--- config.mk ---
export PLATFORM = sky130hd
export DESIGN_NAME = div_seq
export DESIGN_NICKNAME = d
export VERILOG_FILES = /design/src/rtl/div_pkg.sv /design/src/rtl/res1b.sv /design/src/rtl/div_seq.sv
export SDC_FILE = /design/constraint.sdc
export NUM_CORES = 1
export LEC_CHECK = 0
export ABC_AREA = 1
export CORE_ASPECT_RATIO = 0.8
export CORE_MARGIN = 2
export CORE_UTILIZATION = 55
export CTS_CLUSTER_SIZE = 8
export DETAILED_ROUTE_END_ITERATION = 8
export PLACE_DENSITY = 0.83
export RECOVER_POWER = 25
export REMOVE_ABC_BUFFERS = 1
export SLEW_MARGIN = 20
export SYNTH_ARGS = -nofsm -noshare
export SYNTH_HDL_FRONTEND = slang
export SYNTH_SLANG_ARGS = --single-unit
export TNS_END_PERCENT = 1
--- constraint.sdc ---
create_clock -name clk -period 3.55 [get_ports clk]
set_input_delay 0.71 -clock clk [delete_from_list [all_inputs] [get_ports clk]]
set_output_delay 0.71 -clock clk [all_outputs]
set_load 0.1 [all_outputs]
--- src/rtl/div_pkg.sv ---
// Shared constants for the sequential restoring divider (div_seq).
package div_pkg;

  localparam int unsigned DIV_W = 4;

  typedef enum logic [1:0] {
    ST_IDLE = 2'd0,
    ST_RUN  = 2'd1,
    ST_DONE = 2'd2
  } div_state_e;

endpackage

--- src/rtl/res1b.sv ---
// 1-bit restoring subtract cell: a - b - borrow_in, or a unchanged when sel is low (restore).
module res1b (
  input  logic a,
  input  logic b,
  input  logic borrow_in,
  input  logic sel,
  output logic borrow_out,
  output logic diff
);

  logic sub;

  always_comb begin
    sub        = a ^ b ^ borrow_in;
    borrow_out = (~a & b) | (~(a ^ b) & borrow_in);
    diff       = sel ? sub : a;
  end

endmodule

--- src/rtl/div_seq.sv ---
// Sequential restoring divider, one quotient bit per clock, start/busy/done handshake.
// Define DIV_SIGNED_EN for two's-complement operands and results.
module div_seq
  import div_pkg::*;
#(
  parameter int unsigned WIDTH = DIV_W
) (
  input  logic             clk,
  input  logic             rst,
  input  logic             start,
  input  logic [WIDTH-1:0] x,
  input  logic [WIDTH-1:0] y,
  output logic [WIDTH-1:0] q,
  output logic [WIDTH-1:0] r,
  output logic             busy,
  output logic             done,
  output logic             dz
);

  localparam int unsigned CntW = $clog2(WIDTH);

  div_state_e       state_q, state_d;
  logic [WIDTH-1:0] quo_q, quo_d;
  logic [WIDTH-1:0] rem_q, rem_d;
  logic [WIDTH-1:0] div_q, div_d;
  logic [CntW-1:0]  cnt_q, cnt_d;
  logic [WIDTH-1:0] q_q, q_d;
  logic [WIDTH-1:0] r_q, r_d;
  logic             dz_q, dz_d;

  logic [WIDTH-1:0] mag_x, mag_y;
  logic [WIDTH-1:0] quo_nxt, rem_nxt;
  logic [WIDTH-1:0] q_fix, r_fix;

  // Trial subtraction of the divisor from the shifted partial remainder (WIDTH+1 bits).
  logic [WIDTH:0]   trial_a, trial_b, trial_diff;
  logic [WIDTH+1:0] borrow;
  logic             trial_ok;
  logic             unused_diff_msb;

  assign trial_a   = {rem_q, quo_q[WIDTH-1]};
  assign trial_b   = {1'b0, div_q};
  assign borrow[0] = 1'b0;
  assign trial_ok  = ~borrow[WIDTH+1];

  for (genvar i = 0; i <= WIDTH; i++) begin : g_cell
    res1b u_cell (
      .a          (trial_a[i]),
      .b          (trial_b[i]),
      .borrow_in  (borrow[i]),
      .sel        (trial_ok),
      .borrow_out (borrow[i+1]),
      .diff       (trial_diff[i])
    );
  end

  // Result always fits WIDTH bits: either below the divisor or restored from a smaller value.
  assign unused_diff_msb = trial_diff[WIDTH];
  assign rem_nxt         = trial_diff[WIDTH-1:0];
  assign quo_nxt         = {quo_q[WIDTH-2:0], trial_ok};

`ifdef DIV_SIGNED_EN
  logic negq_q, negq_d;
  logic negr_q, negr_d;

  assign mag_x = x[WIDTH-1] ? -x : x;
  assign mag_y = y[WIDTH-1] ? -y : y;
  assign q_fix = negq_q ? -quo_nxt : quo_nxt;
  assign r_fix = negr_q ? -rem_nxt : rem_nxt;

  always_comb begin
    negq_d = negq_q;
    negr_d = negr_q;
    if (state_q == ST_IDLE && start) begin
      negq_d = x[WIDTH-1] ^ y[WIDTH-1];
      negr_d = x[WIDTH-1];
    end
  end

  always_ff @(posedge clk or posedge rst) begin
    if (rst) begin
      negq_q <= 1'b0;
      negr_q <= 1'b0;
    end else begin
      negq_q <= negq_d;
      negr_q <= negr_d;
    end
  end
`else
  assign mag_x = x;
  assign mag_y = y;
  assign q_fix = quo_nxt;
  assign r_fix = rem_nxt;
`endif

  always_comb begin
    state_d = state_q;
    quo_d   = quo_q;
    rem_d   = rem_q;
    div_d   = div_q;
    cnt_d   = cnt_q;
    q_d     = q_q;
    r_d     = r_q;
    dz_d    = dz_q;
    unique case (state_q)
      ST_IDLE: begin
        if (start) begin
          if (y == '0) begin
            state_d = ST_DONE;
            q_d     = '1;
            r_d     = x;
            dz_d    = 1'b1;
          end else begin
            state_d = ST_RUN;
            quo_d   = mag_x;
            div_d   = mag_y;
            rem_d   = '0;
            cnt_d   = CntW'(WIDTH - 1);
          end
        end
      end
      ST_RUN: begin
        quo_d = quo_nxt;
        rem_d = rem_nxt;
        cnt_d = cnt_q - 1'b1;
        if (cnt_q == '0) begin
          state_d = ST_DONE;
          q_d     = q_fix;
          r_d     = r_fix;
          dz_d    = 1'b0;
        end
      end
      ST_DONE: state_d = ST_IDLE;
      default: state_d = ST_IDLE;
    endcase
  end

  always_ff @(posedge clk or posedge rst) begin
    if (rst) begin
      state_q <= ST_IDLE;
      quo_q   <= '0;
      rem_q   <= '0;
      div_q   <= '0;
      cnt_q   <= '0;
      q_q     <= '0;
      r_q     <= '0;
      dz_q    <= 1'b0;
    end else begin
      state_q <= state_d;
      quo_q   <= quo_d;
      rem_q   <= rem_d;
      div_q   <= div_d;
      cnt_q   <= cnt_d;
      q_q     <= q_d;
      r_q     <= r_d;
      dz_q    <= dz_d;
    end
  end

  assign q    = q_q;
  assign r    = r_q;
  assign dz   = dz_q;
  assign busy = (state_q != ST_IDLE);
  assign done = (state_q == ST_DONE);

endmodule

# Yosys cells after proc, flatten, opt, wreduce, memory -nomap -nowiden
# Cells that the tools add are included.
# classes
add_sub_neg	1
n_eq_ne	6
n_mux	29
n_bitwise	28
reduce_logical	9
# op_table
op	count
$mux W4	10
$pmux W4 S2	4
$mux W2	5
$not A1 Y1	10
$and A1 B1 Y1	8
$ne A2 B2 Y1 const B	4
$pmux W2 S2	2
$mux W1	7
$xor A1 B1 Y1	7
$reduce_and A3 Y1	2
$logic_not A2 Y1	2
$logic_not A4 Y1	1
$reduce_and A4 Y1	1
$reduce_bool A2 Y1	2
$or A1 B1 Y1	3
$eq A2 B1 Y1 const B	1
$eq A2 B2 Y1 const B	1
$pmux W1 S2	1
$reduce_and A2 Y1	1
$sub A2 B1 Y2 const B	1
# word_totals
regBits	25
inputBits	11
output_inout_bits	11
wordCells	81

# Depth between registers and ports, before layout
# Gate-level depths: netlist (run 1).
# logic_depth
ltp_word	12
mapped_depth	11
ltp_nobuf	11

# Cells and area by module
# A second synthesis (run 1) with hierarchy kept.
# hier_totals
cells_unflattened	181
hier_area_um2	1357.6
# modules_own_cells
mod	n_inst	cells_each	area_per_inst_um2	seq_area_each_um2
div_seq	1	141	1126.1	625.6
res1b	5	8	46.3	0.0

# Least setup slack after synthesis (run 1)
# No wires, ideal clock.
# synth_timing
path_kind	flip-flop to output port
start	register state_q[1]
end	output done
t_arrival_ns	1.680
t_required_ns	2.840
path_slack_ns	1.160
stages_incl_launch_ff	3
n_path_buf	0
cell_sequence	dfrtp_1 -> inv_2 -> nor2_1
# synth_between
elab_chain_len	1
# synth_rtl
element	line_no	source
from (decl)	div_seq.sv:22	div_state_e state_q, state_d;
from (signal assigned)	div_seq.sv:149	state_q <= state_d;
$eq A2 B2 Y1	div_seq.sv:164	assign done = (state_q == ST_DONE);
to (decl)	div_seq.sv:16	output logic done,
# Every way passes these cells.

# Worst setup path after layout (run 1)
# layout_timing
start	register r_q[1] (netlist: r[1])
end	output r[1]
# layout_rtl
element	line_no	source
from (decl)	div_seq.sv:28	logic [WIDTH-1:0] r_q, r_d;
from (signal assigned)	div_seq.sv:155	r_q <= r_d;
to (decl)	div_seq.sv:14	output logic [WIDTH-1:0] r,
# No word-level cell between the ends.

==> impl_results.md, run 1 <==
- DPL Wire Length: 2.02 mm
- Area leader, netlist: dfrtp_1
- Final worst slack: 0.980 ns
- Post-CTS sizing: 0
- Largest net degree at the start of global routing: 26
- Antenna Cells: 0
- Post-CTS Setup Inserts: 0
- GR Overflow Total: 0
- WL/cell: about 13 um
- Worst hold slack: 0.499 ns
- CP Max Fanout: 2
- Area of the core: 2160 um2
- Final Hold Vio Count: 0
- CP required: around 2.8 ns
- I/O pin cnt: 22
- NumNets Final: 199
- Critical-path top delay cell: clkdlybuf4s50_1
- Crit path arrival time: roughly 1.9 ns
- Synth area leaders: dfrtp_1 (50%), nand2_1 (18%), nand3_1 (9.1%), inv_1 (6.5%), fa_1 (4.8%)
- Kind of critical path: flop to output pin
- Fin Setup TNS: 0 ns
- Vias in the first global route: 1101
- Final setup viols: 0
- Clock slew at reported path FFs: approximately 0.15 ns
- DR pass1 iterations: 4
- Post-synthesis sequential area ratio: 49.5%
- CTS tree: done
- Port Buffers: 21
- H-tree levels: 1
- Vias per inst: ~5.4
- Post-synth cell types: 17
- CP Buf/Inv Count: 1
- Initial DRC Count: 39
- GPL Wtd Cong: 0.861
- Cells after synthesis: 159
- Via count: 1128
- Die Y: 46.9 um
- Share of the synthesized area in the top cell type: 49.5%
- Die ar.: 2700 um2
- P&R area growth vs syn: 19.3%
- Yosys warns: 0
- Avg Cell Area, Syn: around 7.9 um2
- Startpoint Class: flop
- Core Rows: 15
- Die Wd: roughly 58 um
- CTS buffer count: 3
- First-pass GRT wire length: 4.60 mm
- F_max: 0.389 GHz
- Clk_skew: 0.0130 ns
- Clock root buffer: clkbuf_4
- CTS sink cnt: 25
- Pre-CTS setup slack: 1.15 ns
- Pins Over Slew Limit: 0
- Hold buffer count at cts: 0
- Top Family by Delay on Critical Path: buffers and inverters
- Worst skew pair latency: 0.32 ns
- Status: completed
- Maximum root-to-sink buffer count: 2
- Share of cells above drive strength 1: ~5.5%
- Cells along the critical path: clkdlybuf4s50_1
- Max-slew headroom: 34.6%
- Synth Cell Area: 1260 um2
- CP endpoint kind: output pin
- Fin crit share: 72.4%
- Initial antenna violation count: 0
- #FFs+latches synth: 25
- Fin util: 69.9%
- Residual DRC: 0
- Max-Cap Viols: 0
- Period minus WS final: 2.57 ns
- Routed WL: 2.76 mm
- All-Layer GR Usage: 22.9%
- RSZ-0062 raised after global routing: false
- Worst Hold Class: flop to flop
- Crit path largest cell delay: 1.15 ns
- Slew @ Worst Pin: 0.977 ns
- Post-route ant nets: 0
- Starting Density: 58.6%
layout make-up:
| type | count | area [um2] |
|---|---|---|
| clock inverter | 1 | 5.00 |
| timing repair buffer | 21 | 205 |
| inverter | 23 | 86.3 |
| sequential | 25 | 626 |
| tap | 25 | 31.3 |
| fill | 173 | 651 |
| multi-input combinational | 109 | 532 |
| clock buffer | 3 | 22.5 |
cell usage after synthesis, drive strengths merged:
cell type,n
nor2,7
nand2,62
ha,2
buf,2
a21boi,1
dfrtp,25
fa,3
o21ai,9
nand3,23
nand3b,1
a21oi,1
inv,23
kinds of logic (layout without fill, tap and decap cells):
| logic type | Yosys count | after routing | synth area share (%) |
|---|---|---|---|
| simple gates | 93 | 93 | 31.4 |
| flops | 25 | 25 | 49.5 |
| buf+inv | 25 | 48 | 7.82 |
| compound gates | 11 | 11 | 4.55 |
| fa+ha+maj | 5 | 5 | 6.73 |
per-layer routing:
layer / up-vias / GRT usage (%) / share of wire, %
met5: - / 0 / 0
met1: 532 / 26.4 / 44
met3: 12 / 6.34 / 4.1
li1: 543 / - / -
met4: 0 / 10.2 / 2.9
met2: 41 / 41.1 / 49
through the flow:
stage | instances | area [um2]
after floorplan | 157 | 1250
after global placement | 203 | 1490
after detailed placement | 203 | 1490
after CTS | 207 | 1520
after global routing | 207 | 1510
final | 207 | 1510
path summary, 6_finish.rpt:
| kind | start | end | slack [ns] | cells after the start |
|---|---|---|---|---|
| setup reg to reg | quo_q[3]$_DFFE_PP0P_ | r[0]$_DFFE_PP0P_ | 1.04 | 10 |
| max in group asynchronous | rst | q[3]$_DFFE_PP0P_ | 1.94 | 2 |
| min in group asynchronous | rst | quo_q[0]$_DFFE_PP0P_ | 1.03 | 2 |
| hold / removal | q[3]$_DFFE_PP0P_ | q[3]$_DFFE_PP0P_ | 0.50 | 2 |
| hold reg to reg | q[3]$_DFFE_PP0P_ | q[3]$_DFFE_PP0P_ | 0.50 | 2 |
| setup / recovery | r[1]$_DFFE_PP0P_ | r[1] | 0.98 | 1 |
registers in the layout, indices dropped and copies added, names as in the netlist:
signal,count
quo_q,4
r,4
rem_q,4
state_q,2
div_q,4
dz,1
q,4
cnt_q,2
placed cells by master, fill, tap and decap left out:
cell,n
dlygate4sd3_1,1
fa_1,3
nand2_2,2
dfrtp_1,25
o21ai_0,9
clkbuf_4,3
ha_1,2
inv_1,22
clkdlybuf4s50_1,18
nand3_1,23
a21boi_0,1
nand3b_1,1
inv_2,1
nor2_2,1
a21oi_1,1
clkinv_2,1
nand2_1,60
buf_4,2
nor2_1,6
Power of run 1 is left out: the tool's default activity adds up to more than one toggle a clock period on the data nets, which glitch-free logic cannot reach.
==> run 2, diff against run 1 <==
Settings changed: CORE_UTILIZATION 55 to 51, PLACE_DENSITY 0.83 to 0.77.
Clock period 3.55 ns to 2.7 ns, I/O delays scaled along.
==> impl_results.md, run 2 (synthesized netlist as in run 1, its figures left out) <==
- Startpoint Class: flop
- Die Y: 48.5 um (+3.5%)
- Worst hold start: dz$_DFFE_PP0P_
- Clk_skew: 0.0138 ns (+0.000850 ns)
- Commonest non-fill, non-tap cells in the layout: nand2_1 (60), dfrtp_1 (25), nand3_1 (23)
- Worst Hold Endpoint: dz$_DFFE_PP0P_
- Share of cells above drive strength 1: 10.9% (+5.4 points)
- CP endpoint kind: flop
- Maximum root-to-sink buffer count: 2 (unchanged)
- First-pass GRT wire length: 4.53 mm (-1.5%)
- CP required: 2.98 ns (+0.14 ns)
- Hold Path Cell Cnt: 2 (unchanged)
- RSZ-0062 raised after global routing: false
- Antenna Cells: 0 (unchanged)
- Worst Hold Class: flop to flop
- Die Wd: 59.7 um (+3.6%)
- DPL Wire Length: 1.97 mm (-2.4%)
- Pins Over Slew Limit: 0 (unchanged)
- Max-slew headroom: 11.6% (-23 points)
- CTS sink cnt: 25 (unchanged)
- Initial antenna violation count: 0 (unchanged)
- Fin crit share: between 80% and 90%
- Clock slew at reported path FFs: 0.15 ns (about the same)
- GPL Wtd Cong: 0.786 (-8.7%)
- Residual DRC: 0 (unchanged)
- Core Rows: 16 (+1)
- Status: completed
- NumNets Final: 200 (+0.50%)
- F_max: 0.422 GHz
- Vias per inst: 5.12 (-6.0%)
- CTS tree: done
- Final setup viols: 0 (unchanged)
- CTS buffer count: 3 (unchanged)
- Starting Density: 52.6% (-5.9 points)
- R2R setup slack: 0.33 ns (-0.71 ns)
- All-Layer GR Usage: 20.5% (-2.4 points)
- Initial DRC Count: 53 (+36%)
- Reg2reg path depth: 10 (unchanged)
- GR Overflow Total: 0 (unchanged)
- WL/cell: 12.3 um (-7.9%)
- Kind of critical path: flop to flop
- Post-route ant nets: 0 (unchanged)
- Fin Setup TNS: 0 ns (unchanged)
- DR pass1 iterations: 4 (unchanged)
- Final Non-Filler Cells: 210 (+1.4%)
- Die ar.: 2890 um2 (+7.2%)
- Post-CTS Setup Inserts: 0 (unchanged)
- Area of the core: 2400 um2 (+11%)
- Commonest non-fill, non-tap cell in the layout: nand2_1
- I/O pin cnt: 22 (unchanged)
- Final Hold Vio Count: 0 (unchanged)
- Via count: 1076 (-4.6%)
- FILL cells: 213 (+23%)
- Routed WL: 2.58 mm (-6.6%)
- Clock root buffer: clkbuf_4
- Largest net degree at the start of global routing: 26 (unchanged)
- H-tree levels: 1 (unchanged)
- Period minus WS final: between 2 and 2.5 ns
- Crit path arrival time: 2.65 ns (+0.79 ns)
- CP Max Fanout: 4 (+2)
- Vias in the first global route: 1030 (-6.4%)
- R2r endpoint: r[3]$_DFFE_PP0P_
- Slew @ Worst Pin: 1.33 ns (+0.349 ns)
- Post-CTS sizing: 0 (unchanged)
- Worst skew pair latency: 0.33 ns (about the same)
- Hold buffer count at cts: 0 (unchanged)
- P&R area growth vs syn: 18.6%
- Port Buffers: 21 (unchanged)
- Max-Cap Viols: 0 (unchanged)
- R2r startpoint: quo_q[3]$_DFFE_PP0P_
- DP Cell Count: 206 (+1.5%)
run 2: cell count changes in the layout (fill, tap and decap cells not counted):
cell / change
buf_4: +9
clkbuf_1: +1
clkdlybuf4s50_1: -9
nor2_1: -1
nor2_4: +1
run 2: final cells by class:
cell class                      count  area [um2]  area share, %
Timing Repair Buffer               22         186           12.4
Tap cell                           27        33.8           2.25
Inverter                           23        86.3           5.76
Clock buffer                        3        22.5           1.50
Multi-Input combinational cell    109         539           36.0
Clock inverter                      1        5.00          0.334
Sequential cell                    25         626           41.7
run 2: worst max-delay path, stage by stage, from the launching register on:
cell and delay, ns:
dfrtp_1 0.40, inv_1 0.05, ha_1 0.18, fa_1 0.38, fa_1 0.39, fa_1 0.39, nand2_1 0.16, nand3_1 0.13
nand3_1 0.13, nand2_1 0.06, nand2_1 0.06
run 2: how the worst max path moves through the flow:
stage                                 from          endpoint  cells past startpoint  slack (ns)
finish                quo_q[3]$_DFFE_PP0P_  r[3]$_DFFE_PP0P_                     10        0.33
global route          quo_q[3]$_DFFE_PP0P_  r[0]$_DFFE_PP0P_                     11        0.16
floorplan           state_q[1]$_DFFE_PP0P_              done                      2        0.48
CTS                   quo_q[3]$_DFFE_PP0P_  r[3]$_DFFE_PP0P_                     10        0.32
global placement      quo_q[3]$_DFFE_PP0P_  r[0]$_DFFE_PP0P_                     11        0.43
detailed placement    quo_q[3]$_DFFE_PP0P_  r[3]$_DFFE_PP0P_                     10        0.36
run 2: layer usage:
| metal | vias up | GRT usage, % | routed length, um |
|---|---|---|---|
| met4 | 0 | 6.67 | 32 |
| met5 | - | 0 | 0 |
| met1 | 505 | 29.8 | 1210 |
| li1 | 542 | - | - |
| met2 | 24 | 30.3 | 1210 |
| met3 | 5 | 4.81 | 120 |
run 2: per-stage QoR:
| step | area, um2 | setup WS [ns] | hold WS [ns] | util, % |
|---|---|---|---|---|
| 6_report | 1500 | 0.332 | 0.495 | 62.4 |
| 5_1_grt | 1500 | 0.159 | 0.519 | 62.4 |
| 4_1_cts | 1500 | 0.323 | 0.501 | 62.6 |
| 3_5_place_dp | 1480 | 0.359 | 0.467 | 61.4 |
| 3_3_place_gp | 1480 | 0.431 | 0.464 | 61.4 |
| 2_1_floorplan | 1250 | 0.480 | 0.449 | - |
Power of run 2 is left out for the same reason.
==> run 3, diff against run 2 <==
Settings changed: CTS_CLUSTER_SIZE 8 to 28.
==> results of run 3 <==
Final layout, timing and power as in run 2 (identical DEF).
Power of run 3 is left out for the same reason.
